### src/rtl/pdp_rd_dma_arb.sv
// PDP read-DMA arbiter.
// Shares one MCIF read request/response channel between two PDP read clients
// (req0 = RDMA, req1 = auxiliary line fetch). Requests are granted round-robin
// only while latency-FIFO credits cover their beats. Grant order is recorded
// so that in-order responses can be steered back to their owner. Every
// consumed response beat returns one credit through the lat-FIFO pop strobe.
module pdp_rd_dma_arb #(
    parameter int CREDITS   = 64,
    parameter int ORD_DEPTH = 8,
    parameter int CNT_W     = 7
) (
    input  logic         nvdla_core_clk,
    input  logic         nvdla_core_rstn,

    input  logic         req0_valid,
    output logic         req0_ready,
    input  logic [78:0]  req0_pd,
    input  logic         req1_valid,
    output logic         req1_ready,
    input  logic [78:0]  req1_pd,

    output logic         rsp0_valid,
    input  logic         rsp0_ready,
    output logic [256:0] rsp0_pd,
    output logic         rsp1_valid,
    input  logic         rsp1_ready,
    output logic [256:0] rsp1_pd,

    output logic         pdp2mcif_rd_req_valid,
    input  logic         pdp2mcif_rd_req_ready,
    output logic [78:0]  pdp2mcif_rd_req_pd,

    input  logic         mcif2pdp_rd_rsp_valid,
    output logic         mcif2pdp_rd_rsp_ready,
    input  logic [256:0] mcif2pdp_rd_rsp_pd,

    output logic         pdp2mcif_rd_cdt_lat_fifo_pop,
    output logic         arb_idle,
    output logic         err_unexp_rsp
);

    localparam int PTR_W  = (ORD_DEPTH > 1) ? $clog2(ORD_DEPTH) : 1;
    localparam int OCNT_W = $clog2(ORD_DEPTH + 1);

    // Registered state
    logic [CNT_W-1:0]  r_reserved;
    logic [PTR_W-1:0]  r_wr_ptr;
    logic [PTR_W-1:0]  r_rd_ptr;
    logic [OCNT_W-1:0] r_ord_cnt;
    logic              r_ord_id   [ORD_DEPTH];
    logic [14:0]       r_ord_size [ORD_DEPTH];
    logic [14:0]       r_beat_cnt;
    logic              r_rr_last;      // 1: requester 1 was granted last
    logic              r_out_valid;
    logic [78:0]       r_out_pd;
    logic              r_pop;
    logic              r_err;

    // Combinational nets
    logic              w_ord_empty;
    logic              w_ord_full;
    logic              w_drain;
    logic              w_slot_ok;
    logic [31:0]       w_free;
    logic [31:0]       w_beats0;
    logic [31:0]       w_beats1;
    logic              w_elig0;
    logic              w_elig1;
    logic              w_grant0;
    logic              w_grant1;
    logic              w_grant;
    logic [78:0]       w_grant_pd;
    logic [14:0]       w_grant_size;
    logic [CNT_W-1:0]  w_grant_beats;
    logic [CNT_W-1:0]  w_reserved_nxt;
    logic              w_head_id;
    logic [14:0]       w_head_size;
    logic              w_rsp_ready;
    logic              w_rsp_hs;
    logic              w_last_beat;

    function automatic logic [PTR_W-1:0] ptr_inc(input logic [PTR_W-1:0] p);
        return (p == PTR_W'(ORD_DEPTH - 1)) ? '0 : p + PTR_W'(1);
    endfunction

    // Eligibility: enough free credits, a free order entry (judged at cycle
    // start, so a same-cycle pop never makes room), and an empty or draining
    // output slot.
    assign w_ord_empty = (r_ord_cnt == '0);
    assign w_ord_full  = (r_ord_cnt == OCNT_W'(ORD_DEPTH));
    assign w_drain     = r_out_valid & pdp2mcif_rd_req_ready;
    assign w_slot_ok   = ~r_out_valid | w_drain;
    assign w_free      = 32'(CREDITS) - 32'(r_reserved);
    assign w_beats0    = 32'(req0_pd[78:64]) + 32'd1;
    assign w_beats1    = 32'(req1_pd[78:64]) + 32'd1;
    assign w_elig0     = req0_valid & (w_beats0 <= w_free) & ~w_ord_full & w_slot_ok;
    assign w_elig1     = req1_valid & (w_beats1 <= w_free) & ~w_ord_full & w_slot_ok;

    // Round-robin pick between eligible requesters and the granted payload.
    // NOTE: every output of this block gets a default first so no latch is inferred.
    always_comb begin
        w_grant0      = 1'b0;
        w_grant1      = 1'b0;
        w_grant_pd    = req0_pd;
        w_grant_size  = req0_pd[78:64];
        w_grant_beats = '0;
        if (w_elig0 && w_elig1) begin
            if (r_rr_last) w_grant0 = 1'b1;
            else           w_grant1 = 1'b1;
        end else begin
            w_grant0 = w_elig0;
            w_grant1 = w_elig1;
        end
        if (w_grant1) begin
            w_grant_pd   = req1_pd;
            w_grant_size = req1_pd[78:64];
        end
        if (w_grant0 || w_grant1) begin
            // A granted size is below CREDITS, so it fits the credit counter.
            w_grant_beats = CNT_W'(w_grant_size) + CNT_W'(1);
        end
    end

    assign w_grant        = w_grant0 | w_grant1;
    assign req0_ready     = w_grant0;
    assign req1_ready     = w_grant1;
    // Credits released by last cycle's pop pulse and reserved by this grant net out.
    assign w_reserved_nxt = r_reserved + w_grant_beats - CNT_W'(r_pop);

    // Response steering from the head of the order FIFO; purely combinational.
    assign w_head_id             = r_ord_id[r_rd_ptr];
    assign w_head_size           = r_ord_size[r_rd_ptr];
    assign w_rsp_ready           = ~w_ord_empty & (w_head_id ? rsp1_ready : rsp0_ready);
    assign w_rsp_hs              = mcif2pdp_rd_rsp_valid & w_rsp_ready;
    assign w_last_beat           = w_rsp_hs & (r_beat_cnt == w_head_size);
    assign mcif2pdp_rd_rsp_ready = w_rsp_ready;
    assign rsp0_valid            = mcif2pdp_rd_rsp_valid & ~w_ord_empty & ~w_head_id;
    assign rsp1_valid            = mcif2pdp_rd_rsp_valid & ~w_ord_empty &  w_head_id;
    assign rsp0_pd               = mcif2pdp_rd_rsp_pd;
    assign rsp1_pd               = mcif2pdp_rd_rsp_pd;

    assign pdp2mcif_rd_req_valid        = r_out_valid;
    assign pdp2mcif_rd_req_pd           = r_out_pd;
    assign pdp2mcif_rd_cdt_lat_fifo_pop = r_pop;
    assign err_unexp_rsp                = r_err;
    assign arb_idle = w_ord_empty & ~r_out_valid & (r_reserved == '0) & ~r_pop;

    // Order FIFO payload: {id, size} written at the tail on every grant.
    // NOTE: payload storage has no reset; pointers and count do, so stale entries are never read.
    always_ff @(posedge nvdla_core_clk) begin
        if (w_grant) begin
            r_ord_id[r_wr_ptr]   <= w_grant1;
            r_ord_size[r_wr_ptr] <= w_grant_size;
        end
    end

    // Control state: credits, FIFO pointers, beat counter, RR pointer, output slot, pop, error.
    // NOTE: non-blocking assignments so every register samples pre-edge values.
    always_ff @(posedge nvdla_core_clk) begin
        if (!nvdla_core_rstn) begin
            r_reserved  <= '0;
            r_wr_ptr    <= '0;
            r_rd_ptr    <= '0;
            r_ord_cnt   <= '0;
            r_beat_cnt  <= '0;
            r_rr_last   <= 1'b1;
            r_out_valid <= 1'b0;
            r_out_pd    <= '0;
            r_pop       <= 1'b0;
            r_err       <= 1'b0;
        end else begin
            r_reserved <= w_reserved_nxt;
            r_pop      <= w_rsp_hs;
            r_err      <= r_err | (mcif2pdp_rd_rsp_valid & w_ord_empty);
            r_ord_cnt  <= r_ord_cnt + OCNT_W'(w_grant) - OCNT_W'(w_last_beat);

            if (w_grant) begin
                r_wr_ptr    <= ptr_inc(r_wr_ptr);
                r_rr_last   <= w_grant1;
                r_out_valid <= 1'b1;
                r_out_pd    <= w_grant_pd;
            end else if (w_drain) begin
                r_out_valid <= 1'b0;
            end

            if (w_rsp_hs) begin
                if (w_last_beat) begin
                    r_beat_cnt <= '0;
                    r_rd_ptr   <= ptr_inc(r_rd_ptr);
                end else begin
                    r_beat_cnt <= r_beat_cnt + 15'd1;
                end
            end
        end
    end

endmodule

### config.mk
export PLATFORM = sky130hd
export DESIGN_NAME = pdp_rd_dma_arb
export DESIGN_NICKNAME = d
export VERILOG_FILES = /design/src/rtl/pdp_rd_dma_arb.sv
export SDC_FILE = /design/constraint.sdc
export NUM_CORES = 1
export LEC_CHECK = 0
export ABC_AREA = 1
export CAP_MARGIN = 20
export CORE_AREA = 2 2 404 406
export DETAILED_ROUTE_END_ITERATION = 7
export DIE_AREA = 0 0 406 408
export SYNTH_ARGS = -nofsm -noshare
export SYNTH_HDL_FRONTEND = slang
export SYNTH_SLANG_ARGS = --single-unit
### constraint.sdc
create_clock -name nvdla_core_clk -period 16.43 [get_ports nvdla_core_clk]
set_clock_uncertainty 0.15 [all_clocks]
set_input_delay 2.4645 -clock nvdla_core_clk [delete_from_list [all_inputs] [get_ports nvdla_core_clk]]
set_output_delay 2.4645 -clock nvdla_core_clk [all_outputs]
set_load 0.1 [all_outputs]
==> summary.txt <==
Pwr
  – Leakage: 6.92 nW
  – P per Cell Area: 199 nW/µm²
  – VDD IR max: 0.238 mV

Global route
  – Vias in the first global route: 11.7k
  – Total GRT Usage: 0.0721
  – Initial antenna violation count: 0
  – GR Overflow Total: 0
  – Global-route wire length before repair: 86400 µm
  – Pin count of the biggest net entering global routing: 94

Timing
  – Max Freq: 102 MHz
  – Rel. slew slack: 0.282
  – Setup TNS: 0 ns
  – Minimum clock period: 9.78 ns
  – Worst-Margin Slew: 1.08 ns
  – RSZ-0062 raised after global routing: no
  – Endpoints failing setup: 0
  – Crit share post-route: 0.595
  – Worst setup margin: 6.65 ns
  – Final Max Slew Viols: 0
  – Final hold vios: 0

Floorplanning
  – Die ar.: 166000 µm²
  – Starting Density: 0.102
  – Core ar.: ~160000 µm²
  – Io pins: 1025
  – Row cnt: ~150
  – Die X: 406 µm
  – DIE HEIGHT: 408 µm

Clock tree
  – CTS Buffer Depth: 3
  – TritonCTS clock tree: yes
  – Num CTS Buffers: 25
  – Postcts setup bufs: 0
  – Hold-fix buffers, CTS: 0
  – Clock sinks: 246
  – Clk Latency, worst-skew pair: about 0.58 ns
  – Clk pin slew, worst setup/hold paths: approximately 0.060 ns
  – CTS root buf: clkbuf_16
  – Post-CTS sizing: 0
  – Htree depth: 1

Synth
  – XOR/XNOR Fraction of Synth Area: 0.0281
  – Simple logic cell fraction of the synthesized area: 0.152
  – Post-synth EDFFs: around 130
  – Synthesized area: 16500 µm²
  – Adder-cell area share of the yosys netlist: 0.0472
  – Ranking of synthesized cells by area: buf_4 (24%), edfxtp_1 (23%), dfxtp_1 (14%)
  – Top cell type's share of synthesized area: 0.237
  – Post-synthesis mux area share: 0
  – Sequential-to-total area share from yosys stat: 0.376
  – Largest area contributor in the netlist: buf_4
  – Largest family of logic cells by synthesized area: buffers and inverters
  – Ys Warns: 0
  – Flops & latches, synth: 246
  – Complex-gate fraction of the synthesized area: 0.0967
  – Cells after synthesis: between 1.5k and 2k
  – Main flop type after synthesis: edfxtp_1
  – Syn_area_per_cell: a little over 8 µm²
  – Ys async rst share: 0
  – Syn Nets: 2473
  – Synth cell types: 43

Setup path
  – Startpoint Class: input pin
  – CP endpoint kind: output pin
  – CP max stage cell: clkdlybuf4s50_1
  – Crit path buf inv count: 6
  – Crit path cell chain: clkdlybuf4s50_1 -> inv_1 -> nor3_1 -> nand2_1 -> nor2_1 -> nand3_1 -> nor3_1 -> nand3_1 -> nor2_1 -> xor2_1 -> inv_1 -> ha_1 -> nand2_1 -> nor2_1 -> nand4_1 -> nor2_1 -> nor2_1 -> a21oi_4 -> inv_1 -> o21bai_1 -> inv_1 -> clkdlybuf4s50_1
  – Crit-path leading delay family: simple AND/OR/NAND/NOR gates
  – CP max FO: 6
  – CP max stage delay: 0.98 ns
  – Crit Path Category: input pin to output pin
  – Worst endpoint required time: about 14 ns
  – Cell mode on critical path: nor2_1
  – Worst path arrival time: 7.16 ns

Drt
  – Drt wl/cell: 16.2 µm
  – DRC Markers: 0
  – Total Wirelength: 63300 µm
  – Vias/cell: 3.00
  – Post-DRT Antenna Nets: 0
  – Vias: 11.7k
  – DRT Pass-1 Iters: 5
  – Iter 0 DRT Violations: roughly 660

Layout
  – Non-Filler Instances: 3898
  – Proportion of layout cells with a drive suffix above 1: 0.0575
  – Final nets: about 2.2k
  – Diodes inserted: 0
  – Most frequent cells in the layout: nand2_1 (276), clkdlybuf4s50_1 (241), inv_1 (191), nor2_1 (141), edfxtp_1 (128)
  – Area Overhead vs Synth: 12.4%
  – Sequential cell area: 6210 µm²
  – Area of the multi-input gates: 5420 µm²
  – Fill count: between 15k and 20k
  – Commonest non-fill, non-tap cell in the layout: nand2_1

Place
  – Inst Count DP: just under 4k
  – I/O Buffers: approximately 250
  – Final GP Congestion: 0.796
  – Hpwl dp: 50400 µm
  – Post-placement setup slack: 6.70 ns

Flow run
  – Max Cap Viol: 0

Hold path
  – Min-Delay Path Class: register to register

Outcome
  – Outcome: finished clean
per-stage QoR:
step / power (mW) / instance area, µm² / hold slack, ns / util
global placement: 3.11 / 17700 / 0.299 / 0.109
floorplan: 3.13 / 16500 / 0.302 / -
global route: 3.92 / 18500 / 0.356 / 0.115
detailed placement: 3.13 / 17700 / 0.312 / 0.109
finish: 3.68 / 18500 / 0.322 / 0.115
CTS: 3.73 / 18500 / 0.325 / 0.114
state kept, by name, indices dropped and copies added, names as in the netlist, named ones only:
register and flops:
r_reserved 7, r_beat_cnt 15, r_ord_size 120, r_rr_last 1, pdp2mcif_rd_req_pd 79, err_unexp_rsp 1, r_rd_ptr 3, r_ord_id 8
r_ord_cnt 4, pdp2mcif_rd_req_valid 1, r_wr_ptr 3, pdp2mcif_rd_cdt_lat_fifo_pop 1
cell type report:
| type | instances | area share |
|---|---|---|
| tap | 2175 | 0.147 |
| timing repair buffer | 273 | 0.143 |
| clock buffer | 31 | 0.0372 |
| inverter | 194 | 0.0393 |
| multi-input combinational | 965 | 0.292 |
| sequential | 246 | 0.335 |
| clock inverter | 14 | 0.00607 |
power by group:
part	internal [mW]	switching, mW	total (mW)	leakage [nW]
Clock	0.305	0.268	0.573	0.386
Combinational	0.537	1.60	2.14	4.39
Sequential	0.874	0.0960	0.970	2.14
Total	1.72	1.97	3.68	6.92
kinds of logic (layout without fill, tap and decap cells):
group | Yosys count | count (layout)
AO/OA/AOI/OAI | 262 | 262
XOR/XNOR | 53 | 53
adder cells (fa/ha/maj) | 61 | 61
buffers and inverters | 778 | 512
flip-flops | 246 | 246
AND/OR/NAND/NOR | 589 | 589
synthesized netlist by cell type, types with 33 or more instances:
cell type,count
buf_4,520
inv_1,191
o21ai_0,91
dfxtp_1,118
nand2_1,278
nor2_1,145
ha_1,59
o211ai_1,81
buf_2,33
edfxtp_1,128
a21oi_1,37
nand3_1,105
xor2_1,49
per-layer routing:
layer	wire length, µm	vias to the layer above	part of all wire	track usage
met5	86	-	0.0014	0.00526
met2	27600	796	0.44	0.111
met3	12400	166	0.20	0.0606
li1	-	5396	-	-
met1	20800	5327	0.33	0.0698
met4	2380	4	0.038	0.0261
path summary, 6_finish.rpt:
path	start	end	slack [ns]	cells after the start
setup / recovery	req1_pd[66]	req0_ready	6.65	22
hold / removal	pdp2mcif_rd_req_pd[69]$_SDFFE_PN0P_	pdp2mcif_rd_req_pd[69]$_SDFFE_PN0P_	0.32	2
setup reg to reg	r_reserved[0]$_SDFF_PN0_	r_reserved[6]$_SDFF_PN0_	10.30	30
hold reg to reg	pdp2mcif_rd_req_pd[69]$_SDFFE_PN0P_	pdp2mcif_rd_req_pd[69]$_SDFFE_PN0P_	0.32	2
worst reg2reg max path, delay by kind of cell, from the launching register on:
kind,cells,cell delay [ns]
flops,1,0.49
buf+inv,5,1.31
xor+xnor,1,0.17
compound gates,3,0.76
fa+ha+maj,3,1.04
simple gates,18,2.10
(Power assumes the default switching activity.)
